`src/rtl/uart_rx_if.sv`:
```
// Receive-side holding-register handshake between uart_rx and the register block.
// The master is the receiver; the slave is the consumer that raises rx_ready.
interface uart_rx_if #(
    parameter int DATA_BITS = 8
);
    logic [DATA_BITS-1:0] rx_data;
    logic                 rx_valid;
    logic                 rx_ready;
    logic                 frame_err;
    logic                 parity_err;

    modport master (
        output rx_data,
        output rx_valid,
        output frame_err,
        output parity_err,
        input  rx_ready
    );

    modport slave (
        input  rx_data,
        input  rx_valid,
        input  frame_err,
        input  parity_err,
        output rx_ready
    );
endinterface

```
`src/rtl/uart_rx.sv`:
```
// Oversampled UART receiver: 2-flop synchronizer, centre-sampling FSM and a
// one-entry holding register carrying the byte plus its frame/parity flags.
module uart_rx #(
    parameter int DATA_BITS  = 8,
    parameter int OVERSAMPLE = 16,
    parameter int PARITY_EN  = 0,
    parameter int PARITY_ODD = 0
) (
    input  logic      clk,
    input  logic      rst,
    input  logic      tick,
    input  logic      rxd,
    uart_rx_if.master rx_bus,
    output logic      overrun,
    output logic      busy
);
    localparam int SW = $clog2(OVERSAMPLE);
    localparam int BW = $clog2(DATA_BITS) + 1;
    localparam logic [SW-1:0] S_HALF   = SW'(OVERSAMPLE / 2 - 1);
    localparam logic [SW-1:0] S_LAST   = SW'(OVERSAMPLE - 1);
    localparam logic [BW-1:0] B_LAST   = BW'(DATA_BITS - 1);
    localparam logic          ODD_BIT  = (PARITY_ODD != 0);
    localparam logic          PAR_ON   = (PARITY_EN != 0);

    typedef enum logic [2:0] {IDLE, START, DATA, PARITY, STOP} state_e;

    state_e               state_q, state_d;
    logic [SW-1:0]        s_cnt_q, s_cnt_d;
    logic [BW-1:0]        b_cnt_q, b_cnt_d;
    logic [DATA_BITS-1:0] shift_q, shift_d;
    logic                 par_err_q, par_err_d;
    logic                 armed_q, armed_d;
    logic [DATA_BITS-1:0] data_q, data_d;
    logic                 valid_q, valid_d;
    logic                 ferr_q, ferr_d;
    logic                 perr_q, perr_d;
    logic                 overrun_q, overrun_d;
    logic                 meta_q, rxd_s_q;

    always_ff @(posedge clk) begin
        if (rst) begin
            state_q   <= IDLE;
            s_cnt_q   <= '0;
            b_cnt_q   <= '0;
            shift_q   <= '0;
            par_err_q <= 1'b0;
            armed_q   <= 1'b1;
            data_q    <= '0;
            valid_q   <= 1'b0;
            ferr_q    <= 1'b0;
            perr_q    <= 1'b0;
            overrun_q <= 1'b0;
            meta_q    <= 1'b1;
            rxd_s_q   <= 1'b1;
        end else begin
            state_q   <= state_d;
            s_cnt_q   <= s_cnt_d;
            b_cnt_q   <= b_cnt_d;
            shift_q   <= shift_d;
            par_err_q <= par_err_d;
            armed_q   <= armed_d;
            data_q    <= data_d;
            valid_q   <= valid_d;
            ferr_q    <= ferr_d;
            perr_q    <= perr_d;
            overrun_q <= overrun_d;
            meta_q    <= rxd;
            rxd_s_q   <= meta_q;
        end
    end

    // armed_q blocks a new start after a low stop bit (break) until the line has been high again
    always_comb begin
        state_d   = state_q;
        s_cnt_d   = s_cnt_q;
        b_cnt_d   = b_cnt_q;
        shift_d   = shift_q;
        par_err_d = par_err_q;
        armed_d   = armed_q;
        data_d    = data_q;
        valid_d   = valid_q;
        ferr_d    = ferr_q;
        perr_d    = perr_q;
        overrun_d = 1'b0;

        if (valid_q && rx_bus.rx_ready)
            valid_d = 1'b0;
        if (rxd_s_q)
            armed_d = 1'b1;

        if (tick) begin
            case (state_q)
                IDLE: begin
                    if (!rxd_s_q && armed_q) begin
                        state_d = START;
                        s_cnt_d = '0;
                    end
                end
                START: begin
                    s_cnt_d = s_cnt_q + SW'(1);
                    if (s_cnt_q == S_HALF) begin
                        if (rxd_s_q) begin
                            state_d = IDLE;
                            s_cnt_d = '0;
                        end else begin
                            state_d   = DATA;
                            s_cnt_d   = '0;
                            b_cnt_d   = '0;
                            par_err_d = 1'b0;
                        end
                    end
                end
                DATA: begin
                    s_cnt_d = s_cnt_q + SW'(1);
                    if (s_cnt_q == S_LAST) begin
                        s_cnt_d = '0;
                        shift_d = {rxd_s_q, shift_q[DATA_BITS-1:1]};
                        b_cnt_d = b_cnt_q + BW'(1);
                        if (b_cnt_q == B_LAST)
                            state_d = PAR_ON ? PARITY : STOP;
                    end
                end
                PARITY: begin
                    s_cnt_d = s_cnt_q + SW'(1);
                    if (s_cnt_q == S_LAST) begin
                        s_cnt_d   = '0;
                        par_err_d = ((^shift_q) ^ rxd_s_q) != ODD_BIT;
                        state_d   = STOP;
                    end
                end
                STOP: begin
                    s_cnt_d = s_cnt_q + SW'(1);
                    if (s_cnt_q == S_LAST) begin
                        s_cnt_d = '0;
                        state_d = IDLE;
                        if (!rxd_s_q)
                            armed_d = 1'b0;
                        if (!valid_q || rx_bus.rx_ready) begin
                            data_d  = shift_q;
                            valid_d = 1'b1;
                            ferr_d  = ~rxd_s_q;
                            perr_d  = PAR_ON & par_err_q;
                        end else begin
                            overrun_d = 1'b1;
                        end
                    end
                end
                default: state_d = IDLE;
            endcase
        end
    end

    assign rx_bus.rx_data    = data_q;
    assign rx_bus.rx_valid   = valid_q;
    assign rx_bus.frame_err  = ferr_q;
    assign rx_bus.parity_err = perr_q;
    assign overrun           = overrun_q;
    assign busy              = (state_q != IDLE);
endmodule

```
`src/flat_wrapper.sv`:
```
// flat-port wrapper written by rule: the top's interface ports become plain ports
module uart_rx_flat 
#(
    parameter int DATA_BITS  = 8,
    parameter int OVERSAMPLE = 16,
    parameter int PARITY_EN  = 0,
    parameter int PARITY_ODD = 0
)
  (clk, rst, tick, rxd, overrun, busy, rx_bus_rx_data, rx_bus_rx_valid, rx_bus_frame_err, rx_bus_parity_err, rx_bus_rx_ready);
  uart_rx_if #(.DATA_BITS(DATA_BITS)) rx_bus_i ();
  input  logic clk;
  input  logic rst;
  input  logic tick;
  input  logic rxd;
  output logic overrun;
  output logic busy;
  output wire logic [$bits(rx_bus_i.rx_data)-1:0] rx_bus_rx_data;
  output wire logic [$bits(rx_bus_i.rx_valid)-1:0] rx_bus_rx_valid;
  output wire logic [$bits(rx_bus_i.frame_err)-1:0] rx_bus_frame_err;
  output wire logic [$bits(rx_bus_i.parity_err)-1:0] rx_bus_parity_err;
  input wire logic [$bits(rx_bus_i.rx_ready)-1:0] rx_bus_rx_ready;
  assign rx_bus_rx_data = rx_bus_i.rx_data;
  assign rx_bus_rx_valid = rx_bus_i.rx_valid;
  assign rx_bus_frame_err = rx_bus_i.frame_err;
  assign rx_bus_parity_err = rx_bus_i.parity_err;
  assign rx_bus_i.rx_ready = rx_bus_rx_ready;
  uart_rx #(.DATA_BITS(DATA_BITS), .OVERSAMPLE(OVERSAMPLE), .PARITY_EN(PARITY_EN), .PARITY_ODD(PARITY_ODD)) u_core (.clk(clk), .rst(rst), .tick(tick), .rxd(rxd), .rx_bus(rx_bus_i), .overrun(overrun), .busy(busy));
endmodule
```
`config.mk`:
```
export PLATFORM = sky130hd
export DESIGN_NAME = uart_rx_flat
export DESIGN_NICKNAME = d
export VERILOG_FILES = /design/src/rtl/uart_rx_if.sv /design/src/rtl/uart_rx.sv /design/src/flat_wrapper.sv
export SDC_FILE = /design/constraint.sdc
export NUM_CORES = 1
export LEC_CHECK = 0
export BUFFER_PORTS_ARGS = -buffer_cell sky130_fd_sc_hd__buf_4
export CORE_MARGIN = 2
export CORE_UTILIZATION = 54
export DETAILED_ROUTE_END_ITERATION = 12
export PLACE_DENSITY_LB_ADDON = 0.05
export RECOVER_POWER = 50
export SLEW_MARGIN = 20
export SYNTH_ARGS = -nofsm -noshare
export SYNTH_HDL_FRONTEND = slang
export SYNTH_SLANG_ARGS = --single-unit
```
`constraint.sdc`:
```
create_clock -name clk -period 3.4 [get_ports clk]
set_clock_uncertainty 0.2 [all_clocks]
set_input_delay 0.51 -clock clk [delete_from_list [all_inputs] [get_ports clk]]
set_output_delay 0.51 -clock clk [all_outputs]
set_load 0.005 [all_outputs]
```
==> flow_summary.yaml <==
detailed_routing:
  via_per_inst: 5.82
  wl_per_cell_um: 14.0
  dr.pass1.iters: 4
  drc: 0
  detail_route.iter0.violations: 68
  routed-via-count: 1199
  ant_nets: 0
  drt-total-wl_um: 2880
setup_path:
  startpoint_type: "flip-flop"
  crit_path_end_kind: "flip-flop"
  worstPathArrival_ps: 2340
  cp_data_required_time_ps: 3380
  path_class: "flip-flop to flip-flop"
  path_max_fanout: 10
clock_tree:
  cts_hold_buffers: 0
  post_cts_buffers: 0
  htreeDepth: 2
  insertion_delay_ps: 340
  clockRootBuffer: "clkbuf_4"
  ctsLongestPathBuffers: 2
  cts_buffers: 5
  cts_tree: "done"
  cts_sinks: 33
  postCtsResizedCells: 0
  clkTransAtPathRegs_ps: 100
global_route:
  grt_pass1_vias: 1187
  grt_usage_pct: 19.9
  grt_max_degree: 30
  antenna_found_initial: 0
  grt_pass1_wl_um: 5130
  gr-total-overflow: 0
layout:
  fillerInstances: 216
  layout_common_cells: "dfxtp_1 (33), nor2_1 (21), mux2i_1 (17)"
  nets: 181
  fin_util_pct: 61.5
  layout_commonest_cell: "dfxtp_1"
  diodes: 0
  areaGrowthSynthToFinish_pct: 9.27
  drive_above_1_share_pct: 18.9
die:
  start_util_pct: 56.3
  die_w_um: 57.4
  core_um2: 2730
  num_rows: 19
  pin_count: 18
  dieArea_um2: 3290
  die_height_um: 57.4
sta:
  fin_crit_ps: 2370
  drv_slew: 0
  worst_slew_pin_slew_ps: 1180
  finalSetupViolCount: 0
  slew_headroom_pct: 21.6
  fin_crit_sh_pct: 69.6
  fmax_mhz: 423
  tns_ps: 0
  finalHoldViolCount: 0
  rsz0062_at_grt: "no"
power:
  p_leak_nw: 0.682
  vdd_drop_max_mv: 0.322
  p_per_area_nw_per_um2: 432
logic_synthesis:
  syn_avg_cell_area_um2: 9.56
  ys_seq_elements: 33
  synthCells: 161
  synth-main-ff-cell: "dfxtp_1"
  async_reset_ff_share_pct: 0
  netlist_area_um2: 1540
  synth_top_area_share_pct: 42.9
  synthDistinctLibCells: 49
  synth_edf_count: 0
  syn-num-nets: 168
  synth_top_area_cell: "dfxtp_1"
  synth_area_leaders: "dfxtp_1 (43%), mux2i_1 (11%), nor2_1 (5.1%), o21ai_0 (2.3%), a21oi_1 (2.0%)"
  yosysWarnings: 0
  synth_seq_area_share_pct: 42.9
run:
  drv_cap: 0
hold_path:
  hold_class: "primary input to flip-flop"
placed_design:
  place.gp.congestion: 0.783
  portBuffers: 16
  place_hpwl_um: 1950
status:
  status: "finished, final reports clean"
## metrics by stage
stage	power, mW	cells	worst slack (ps)	instance area, um2	hold slack, ps
after floorplan	0.423	161	1690	1540	189
after global placement	0.428	198	1210	1620	195
after detailed placement	0.429	198	1160	1620	193
after CTS	0.736	206	1150	1700	144
after global routing	0.754	206	809	1680	136
final	0.727	206	1030	1680	156
## layout make-up
class | count | area [um2] | area share (%)
timing repair buffer | 16 | 116 | 6.92
tap | 31 | 38.8 | 2.31
multi-input combinational | 111 | 754 | 44.9
clock buffer | 7 | 55.1 | 3.27
clock inverter | 1 | 30.0 | 1.79
sequential | 33 | 661 | 39.3
inverter | 7 | 26.3 | 1.56
## synth_stat cells, types with 2 or more instances
master and count:
o21ai_0 7, or4_1 2, nand4_1 4, mux2i_1 17, buf_4 2, inv_1 7
buf_6 2, nand2_1 7, dfxtp_1 33, buf_2 2, or3_1 2, or2_2 4
clkbuf_1 2, ha_1 2, o31ai_1 2, nor3_1 2, nor2_1 21, a21oi_1 6
nand3_1 6, clkbuf_8 2
## critical path, stage by stage, from the launching register on
cell	delay [ps]
dfxtp_1	380
ha_1	230
nand3_1	270
nor4b_4	810
mux2i_1	260
nor2_1	60
## report_power, final
group | internal [mW] | leakage (nW) | switching [mW] | total [mW]
registers | 0.388 | 0.266 | 0.00397 | 0.392
logic | 0.0105 | 0.370 | 0.0161 | 0.0266
clock network | 0.176 | 0.0455 | 0.133 | 0.308
total | 0.574 | 0.682 | 0.153 | 0.727
## routing by layer
metal  up-vias  part of all wire [%]  track usage, %
li1        595                     -               -
met1       561                    49            25.5
met2        36                    45            31.3
met3         7                   5.1            6.80
met4         0                   1.3            6.98
met5         -                     0               0
## cells by family (layout without fill, tap and decap cells)
group	after synthesis	after routing	share of synthesized area [%]
buffers and inverters	17	31	7.07
AOI/OAI and AO/OA	30	30	13.9
muxes	17	17	11.1
and+or+nand+nor	60	60	22.5
adders and majority gates	3	3	2.28
DFF	33	33	42.9
other	1	1	0.244
## sequential cells by signal, summed over array words and instances (netlist names)
signal	count
u_core.rx_bus.rx_data	8
u_core.shift_q	8
u_core.b_cnt_q	4
u_core.s_cnt_q	4
u_core.state_q	3
u_core.armed_q	1
u_core.meta_q	1
u_core.overrun	1
u_core.rx_bus.frame_err	1
u_core.rx_bus.rx_valid	1
u_core.rxd_s_q	1
## path summary, 6_finish.rpt
kind / startpoint / to / slack, ps / cells past startpoint
worst min-delay path: rxd / u_core.meta_q / 160 / 2
worst max-delay path: u_core.s_cnt_q[0] / u_core.rx_bus.rx_data[6] / 1030 / 5
worst min register to register: u_core.meta_q / u_core.rxd_s_q / 220 / 1
worst max register to register: u_core.s_cnt_q[0] / u_core.rx_bus.rx_data[6] / 1030 / 5
Note: power is estimated with default switching activity, not from simulation.
